### src/rtl/instr_sequencer.sv
// instr_sequencer: fetch/decode/execute sequencer for the 8-bit CPU.
// Fetches instruction bytes over a req/ack handshake, reads operands from the
// register file, computes the ALU result and writes it back with flags.
// Instruction format: [7:4] opcode, [3:2] rd, [1:0] rs.
// Optional feature: define SEQ_BRANCH_EN to build the two-byte branches
// JZ (9) and JMP (A); otherwise 9/A are undefined single-byte opcodes.

module instr_sequencer #(
  parameter logic [7:0] RESET_PC      = 8'h00,
  parameter bit         HALT_ON_UNDEF = 1'b0
) (
  input  logic       clk,
  input  logic       rst_n,
  output logic [7:0] IMemAddr,
  output logic       IMemReq,
  input  logic       IMemAck,
  input  logic [7:0] IMemData,
  output logic [1:0] ReadRegA,
  output logic [1:0] ReadRegB,
  input  logic [7:0] ReadDataA,
  input  logic [7:0] ReadDataB,
  output logic [1:0] WriteReg,
  output logic [7:0] WriteData,
  output logic       WriteEnable,
  output logic       ZeroFlag,
  output logic       CarryFlag,
  output logic       Halted
);

  localparam logic [3:0] OP_NOP = 4'h0;
  localparam logic [3:0] OP_MOV = 4'h1;
  localparam logic [3:0] OP_ADD = 4'h2;
  localparam logic [3:0] OP_SUB = 4'h3;
  localparam logic [3:0] OP_AND = 4'h4;
  localparam logic [3:0] OP_OR  = 4'h5;
  localparam logic [3:0] OP_XOR = 4'h6;
  localparam logic [3:0] OP_NOT = 4'h7;
  localparam logic [3:0] OP_LDI = 4'h8;
  localparam logic [3:0] OP_HLT = 4'hF;
`ifdef SEQ_BRANCH_EN
  localparam logic [3:0] OP_JZ  = 4'h9;
  localparam logic [3:0] OP_JMP = 4'hA;
`endif

  typedef enum logic [2:0] {
    S_FETCH,
    S_DECODE,
    S_EXEC,
    S_WB,
    S_FETCH_IMM,
    S_HALT
  } state_t;

  state_t     state_q, state_d;
  logic [7:0] pc_q, pc_d;
  logic [7:0] ir_q, ir_d;
  logic [7:0] result_q, result_d;
  logic       res_carry_q, res_carry_d;
  logic       zero_q, zero_d;
  logic       carry_q, carry_d;
  logic       run_q, run_d;
  logic [3:0] opcode;
  logic [8:0] alu;
  logic       is_branch;

  assign opcode = ir_q[7:4];

`ifdef SEQ_BRANCH_EN
  assign is_branch = (opcode == OP_JZ) || (opcode == OP_JMP);
`else
  assign is_branch = 1'b0;
`endif

  assign IMemAddr  = pc_q;
  assign ReadRegA  = ir_q[3:2];
  assign ReadRegB  = ir_q[1:0];
  assign ZeroFlag  = zero_q;
  assign CarryFlag = carry_q;

  // 9-bit ALU so ADD carry-out and SUB borrow land in bit 8
  always_comb begin
    alu = 9'h000;
    case (opcode)
      OP_MOV:  alu = {1'b0, ReadDataB};
      OP_ADD:  alu = {1'b0, ReadDataA} + {1'b0, ReadDataB};
      OP_SUB:  alu = {1'b0, ReadDataA} - {1'b0, ReadDataB};
      OP_AND:  alu = {1'b0, ReadDataA & ReadDataB};
      OP_OR:   alu = {1'b0, ReadDataA | ReadDataB};
      OP_XOR:  alu = {1'b0, ReadDataA ^ ReadDataB};
      OP_NOT:  alu = {1'b0, ~ReadDataB};
      default: alu = 9'h000;
    endcase
  end

  // Next-state, datapath updates and state-decoded outputs
  always_comb begin
    state_d     = state_q;
    pc_d        = pc_q;
    ir_d        = ir_q;
    result_d    = result_q;
    res_carry_d = res_carry_q;
    zero_d      = zero_q;
    carry_d     = carry_q;
    run_d       = 1'b1;
    IMemReq     = 1'b0;
    WriteEnable = 1'b0;
    WriteReg    = 2'b00;
    WriteData   = 8'h00;
    Halted      = 1'b0;
    case (state_q)
      S_FETCH: begin
        // run_q keeps the request low for the first cycle out of reset
        IMemReq = run_q;
        if (run_q && IMemAck) begin
          ir_d    = IMemData;
          pc_d    = pc_q + 8'd1;
          state_d = S_DECODE;
        end
      end
      S_DECODE: begin
        case (opcode)
          OP_NOP: state_d = S_FETCH;
          OP_HLT: state_d = S_HALT;
          OP_LDI: state_d = S_FETCH_IMM;
          OP_MOV, OP_ADD, OP_SUB, OP_AND,
          OP_OR, OP_XOR, OP_NOT: state_d = S_EXEC;
`ifdef SEQ_BRANCH_EN
          OP_JZ, OP_JMP: state_d = S_FETCH_IMM;
`endif
          default: state_d = HALT_ON_UNDEF ? S_HALT : S_FETCH;
        endcase
      end
      S_FETCH_IMM: begin
        IMemReq = 1'b1;
        if (IMemAck) begin
          result_d    = IMemData;
          res_carry_d = 1'b0;
          pc_d        = pc_q + 8'd1;
          state_d     = is_branch ? S_EXEC : S_WB;
        end
      end
      S_EXEC: begin
        if (is_branch) begin
`ifdef SEQ_BRANCH_EN
          if ((opcode == OP_JMP) || zero_q) begin
            pc_d = result_q;
          end
`endif
        end else begin
          result_d    = alu[7:0];
          res_carry_d = alu[8];
        end
        state_d = S_WB;
      end
      S_WB: begin
        // Branches pass through WB without touching the RF or flags
        if (!is_branch) begin
          WriteEnable = 1'b1;
          WriteReg    = ir_q[3:2];
          WriteData   = result_q;
          zero_d      = (result_q == 8'h00);
          carry_d     = res_carry_q;
        end
        state_d = S_FETCH;
      end
      S_HALT: begin
        Halted = 1'b1;
      end
      default: state_d = S_FETCH;
    endcase
  end

  // State register; async reset discards any pending write
  always_ff @(posedge clk or negedge rst_n) begin
    if (!rst_n) begin
      state_q     <= S_FETCH;
      pc_q        <= RESET_PC;
      ir_q        <= 8'h00;
      result_q    <= 8'h00;
      res_carry_q <= 1'b0;
      zero_q      <= 1'b0;
      carry_q     <= 1'b0;
      run_q       <= 1'b0;
    end else begin
      state_q     <= state_d;
      pc_q        <= pc_d;
      ir_q        <= ir_d;
      result_q    <= result_d;
      res_carry_q <= res_carry_d;
      zero_q      <= zero_d;
      carry_q     <= carry_d;
      run_q       <= run_d;
    end
  end

endmodule

### config.mk
export PLATFORM = sky130hd
export DESIGN_NAME = instr_sequencer
export DESIGN_NICKNAME = d
export VERILOG_FILES = /design/src/rtl/instr_sequencer.sv
export SDC_FILE = /design/constraint.sdc
export NUM_CORES = 1
export LEC_CHECK = 0
export CORE_UTILIZATION = 47
export DETAILED_ROUTE_END_ITERATION = 10
export PLACE_DENSITY = 0.77
export SYNTH_ARGS = -nofsm -noshare
export SYNTH_HDL_FRONTEND = slang
export SYNTH_SLANG_ARGS = --single-unit
### constraint.sdc
create_clock -name clk -period 2.5 [get_ports clk]
set_clock_uncertainty 0.05 [all_clocks]
set_input_delay 0.25 -clock clk [delete_from_list [all_inputs] [get_ports clk]]
set_output_delay 0.25 -clock clk [all_outputs]
set_load 0.02 [all_outputs]
* Word-level counts from Yosys, hierarchy flattened
Memories as Yosys holds them, arrays and structs flattened.
Cells that the tools add are included.
** Operators by class
- Equal/unequal tests :: 14
- Bitwise operators :: 5
- Add/sub/neg operators :: 3
- Multiplexer cells :: 16
- Reduce and logical (&&, ||, !) cells :: 9
** Operators by type and width (number)
- $pmux 9 s7 :: 1
- $mux 8 :: 4
- $pmux 8 s2 :: 2
- $eq 4x3->1 const B :: 4
- $pmux 3 s5 :: 1
- $add 8x8->9 :: 1
- $sub 8x8->9 :: 1
- $add 8x1->8 const B :: 1
- $and 8x8->8 :: 1
- $eq 4x2->1 const B :: 2
- $logic_not 8->1 :: 1
- $not 8->8 :: 1
- $or 8x8->8 :: 1
- $xor 8x8->8 :: 1
- $eq 3x2->1 const B :: 2
- $eq 3x3->1 const B :: 2
- $mux 3 :: 2
- $reduce_and 3->1 :: 2
- $eq 4x1->1 const B :: 1
- $ne 2x2->1 const B :: 2
- $pmux 1 s2 :: 2
- $reduce_and 2->1 :: 2
- $reduce_bool 2->1 :: 2
- $eq 3x1->1 const B :: 1
- 5 further kinds :: 7
** Word-level totals
- Memories kept :: 1
- Flip-flop bits (word level) :: 31
- Word-level logic and storage cells :: 56
- Input port bits :: 27
- Bits in read-only memories :: 48
** Memory list
- (name not given) :: depth 16, bits a word 3, rd ports 1, clocked after Yosys merged registers in 0, write ports 0, RTL line 121 : case (opcode)

* Logic depth before layout (Yosys ltp)
- Depth in word-level cells :: 3
- Gate-level depth with buffers :: 11

* Worst setup path after synthesis
Ideal clock, no wire load.
- Path type :: register to register
- Start point :: register ir_q[4]
- End point :: register res_carry_q
- Period minus slack after synthesis :: 2785 ps
- Stages on the path, launching flop included :: 11
- Arrival :: 2611 ps
- Buffers on the path :: 1
- Required time :: 2326 ps
- Path slack :: -285 ps
- Path through :: dfrtp_1 buf_4 nand2_2 nor3_1 mux2_2 fa_1 nor2b_1 o31a_1 nor2_1 o2111a_1 a211o_1
** On the way
- Word-level cells in the longest chain between the ends :: 3
- Elaborated cells between the ends (all ways) :: 9
- Classes of those cells :: eq/ne (7); mux (2)
** Ends and longest elaborated chain
- start, declared :: RTL line 56 : logic [7:0] ir_q, ir_d;
- start signal, assigned :: RTL line 187 : ir_q <= ir_d;
- $eq 4x3->1 (tied with other cells) :: RTL line 83 : case (opcode)
- $pmux 9 s7 * :: RTL line 83
- $pmux 1 s2 * :: RTL line 110 : case (state_q)
- end signal, assigned :: RTL line 189 : res_carry_q <= res_carry_d;
- end, declared :: RTL line 58 : logic res_carry_q, res_carry_d;
Mark *: on every way between the ends. The rest lies on a longest branch, timed or not.
A chain may end at the register's enable or synchronous reset.

* Final worst setup path
- Start point :: register ir_q[4]
- End point :: register result_q[5]
** On the way
- Word-level cells in the longest chain between the ends :: 3
- Elaborated cells between the ends (all ways) :: 9
- Classes of those cells :: eq/ne (7); mux (2)
** Ends and longest elaborated chain
- $eq 4x3->1 (tied with other cells) :: RTL line 83
- $pmux 9 s7 * :: RTL line 83
- $pmux 8 s2 * :: RTL line 110
- end signal, assigned :: RTL line 188 : result_q <= result_d;
- end, declared :: RTL line 57 : logic [7:0] result_q, result_d;
Marks and branches as above.

==> results.tsv <==
metric	value	unit
dp_hpwl	5585	um
cp-startpoint	ir_q[4]	
clock_sinks	31	
rrSetupSlack	50	ps
hold_ws	315.5	ps
boundaryPins	54	
place_ws	-522.4	ps
drc	0	
worstSetupStartpointType	register	
period_needed	2451	ps
finalSetupViolCount	0	
leakagePower	0.001739	uW
path_max_fanout	2	
slew_viol_final	0	
dieWidth	77.85	um
final_cell_area	3790	sq um
syn_nets	367	
start_util	48.80	%
clk_pin_slew	70	ps
ys_warn_count	0	
finalCritPeriodShare	98.04	%
rows	27	
rsz0062_at_grt	yes	
syn_avg_cell_area	8.638	sq um
fmax	0.4080	GHz
cts-root-buf	clkbuf_8	
worstReg2RegStart	ir_q[4]	
coreArea	5540	sq um
endpoint_kind	register	
final_nets	451	
synth_seq_area_share	28.69	%
synth_ff_type	dfrtp_1	
cp.arrival	2580	ps
hold_viol	0	
power.density	951.6	nW/um^2
ant_nets	0	
synth_edf_count	0	
port_buffers	53	
drv_cap	0	
grt_pass1_wl	12300	um
outcome	finished, final reports clean	
area_growth	40.17	%
clk_latency	280	ps
n_antenna_cell	0	
postSynth.asyncResetShare	100.0	%
routed_wl	7666	um
postPlaceCellArea	3512	sq um
vias_per_cell	5.670	
fill_cells	458	
worstPathRequired	2630	ps
grt_pass1_vias	2608	
layout_setup_ws	49.01	ps
gp_congestion	0.9093	
grt.total_usage	26.08	%
path_class	reg -> reg	
cts_made_buffers	5	
reg2reg_depth	11	
htreeDepth	2	
drtIter0Drc	150	
first_pass_iters	4	
slew_headroom	62.28	%
hold_class	in -> async	
gr-total-overflow	0	
cts_buffer_depth	2	
tns	0	ps
ir_drop	0.5036	mV
syn_inst	313	
wl_per_cell	16.35	um
syn_area	2704	sq um
antenna_found_initial	0	
cp-endpoint	result_q[5]	
yosys_register_bits	31	
cts_tree	built	
drive_above_1_share	23.17	%
dieHeight	77.85	um
die_area	6060	sq um
rr_endpoint	result_q[5]	
ys_types	56	
tightest_slew	561.5	ps
num_vias	2659	
grt_max_degree	32	
fin_util	68.41	%
## cell type report
class	count	area (sq um)	area share, %
Multi-Input combinational cell	236	1869	49.32
Timing Repair Buffer	96	865.8	22.85
Sequential cell	31	775.7	20.47
Inverter	27	101.3	2.674
Tap cell	72	90.09	2.377
Clock buffer	6	82.58	2.179
Clock inverter	1	5.005	0.1321
## logic make-up (layout without fill, tap and decap cells)
kind of cell	Yosys count	in the layout	share of synthesized area [%]
simple gates	102	102	20.13
compound gates	73	73	17.82
other cells	1	1	0.1387
xor+xnor	14	14	4.535
flops	31	31	28.69
mux	19	19	8.468
fa+ha+maj	27	27	12.77
buf+inv	46	130	7.450
## sequential cells by signal, indices dropped and copies added, names as in the netlist
name         cells
IMemAddr         8
result_q         8
state_q          3
run_q            1
CarryFlag        1
res_carry_q      1
ir_q             8
ZeroFlag         1
## critical path: stages (launching register included)
cell and delay [ps]:
dfrtp_1 370, nand2_2 90, nor3_4 220, buf_4 140, mux2_4 300, inv_2 70
ha_4 190, nand2b_1 110, a21oi_2 80, o21a_1 180, or3_1 300, a31o_2 250
## stage by stage
stage | power (uW) | std cells
2_1_floorplan | 2287 | 313
3_3_place_gp | 2969 | 455
3_5_place_dp | 3035 | 455
4_1_cts | 3469 | 465
5_1_grt | 3850 | 469
6_report | 3606 | 469
## timing repair
action / in CTS / in global routing
hold buffers: 0 / 0
pin swaps: 10 / 14
setup buffers: 3 / 4
gates resized for setup: 12 / 19
gates cloned: 0 / 0
setup endpoints to repair: 4 / 6
hold endpoints to repair: 0 / 0
## cells in the mapped netlist (3+ instances only)
| cell type | count | area (sq um) |
|---|---|---|
| dfrtp_1 | 31 | 775.7 |
| nor2_1 | 31 | 116.4 |
| inv_1 | 27 | 101.4 |
| ha_1 | 26 | 325.3 |
| a21oi_1 | 17 | 85.08 |
| o21ai_0 | 16 | 80.08 |
| mux2_2 | 11 | 123.9 |
| nor3_1 | 11 | 55.05 |
| xnor2_1 | 11 | 96.34 |
| and3_1 | 10 | 62.56 |
| nand2_1 | 10 | 37.54 |
| clkbuf_1 | 8 | 30.03 |
| nand2b_1 | 8 | 50.05 |
| o22ai_1 | 7 | 43.79 |
| buf_4 | 6 | 45.04 |
| mux2i_1 | 6 | 60.06 |
| nand3b_1 | 6 | 45.04 |
| buf_2 | 5 | 25.02 |
| nor2b_1 | 5 | 31.28 |
| a211oi_1 | 4 | 30.03 |
| a31oi_1 | 4 | 25.02 |
| a31o_2 | 3 | 26.28 |
| nand3_1 | 3 | 15.01 |
| or3_1 | 3 | 18.77 |
| xor2_1 | 3 | 26.28 |
## where the power goes
| group | leakage [uW] | internal [uW] | switching (uW) |
|---|---|---|---|
| Clock | 0.0000470 | 216 | 187 |
| Sequential | 0.000383 | 705 | 197 |
| Combinational | 0.00131 | 1110 | 1190 |
## worst min path at each step
| stage | from | end | slack [ps] |
|---|---|---|---|
| 2_1_floorplan | rst_n | CarryFlag | -100 |
| 3_3_place_gp | IMemAddr[7] | IMemAddr[7] | 410 |
| 3_5_place_dp | IMemAddr[7] | IMemAddr[7] | 410 |
| 4_1_cts | rst_n | IMemAddr[6] | 330 |
| 5_1_grt | rst_n | result_q[1] | 340 |
| 6_report | rst_n | ir_q[1] | 320 |
## cells in the final DEF, fill, tap and decap left out, drive strengths merged, types with 7 or more instances in the layout
cell type	instances
dfrtp	31
and3	10
buf	43
o21ai	16
nor3	11
a21oi	17
nand2	11
mux2	11
clkdlybuf4s50	50
nand2b	8
ha	26
xnor2	11
nor2	31
inv	27
o22ai	7
## layer usage
| metal | track usage (%) | part of all wire [%] |
|---|---|---|
| met3 | 3.882 | 6.4 |
| met1 | 34.10 | 43 |
| met2 | 43.63 | 49 |
| met4 | 9.245 | 1.7 |
| met5 | 0 | 0 |
Note: power is estimated with default switching activity, not from simulation.
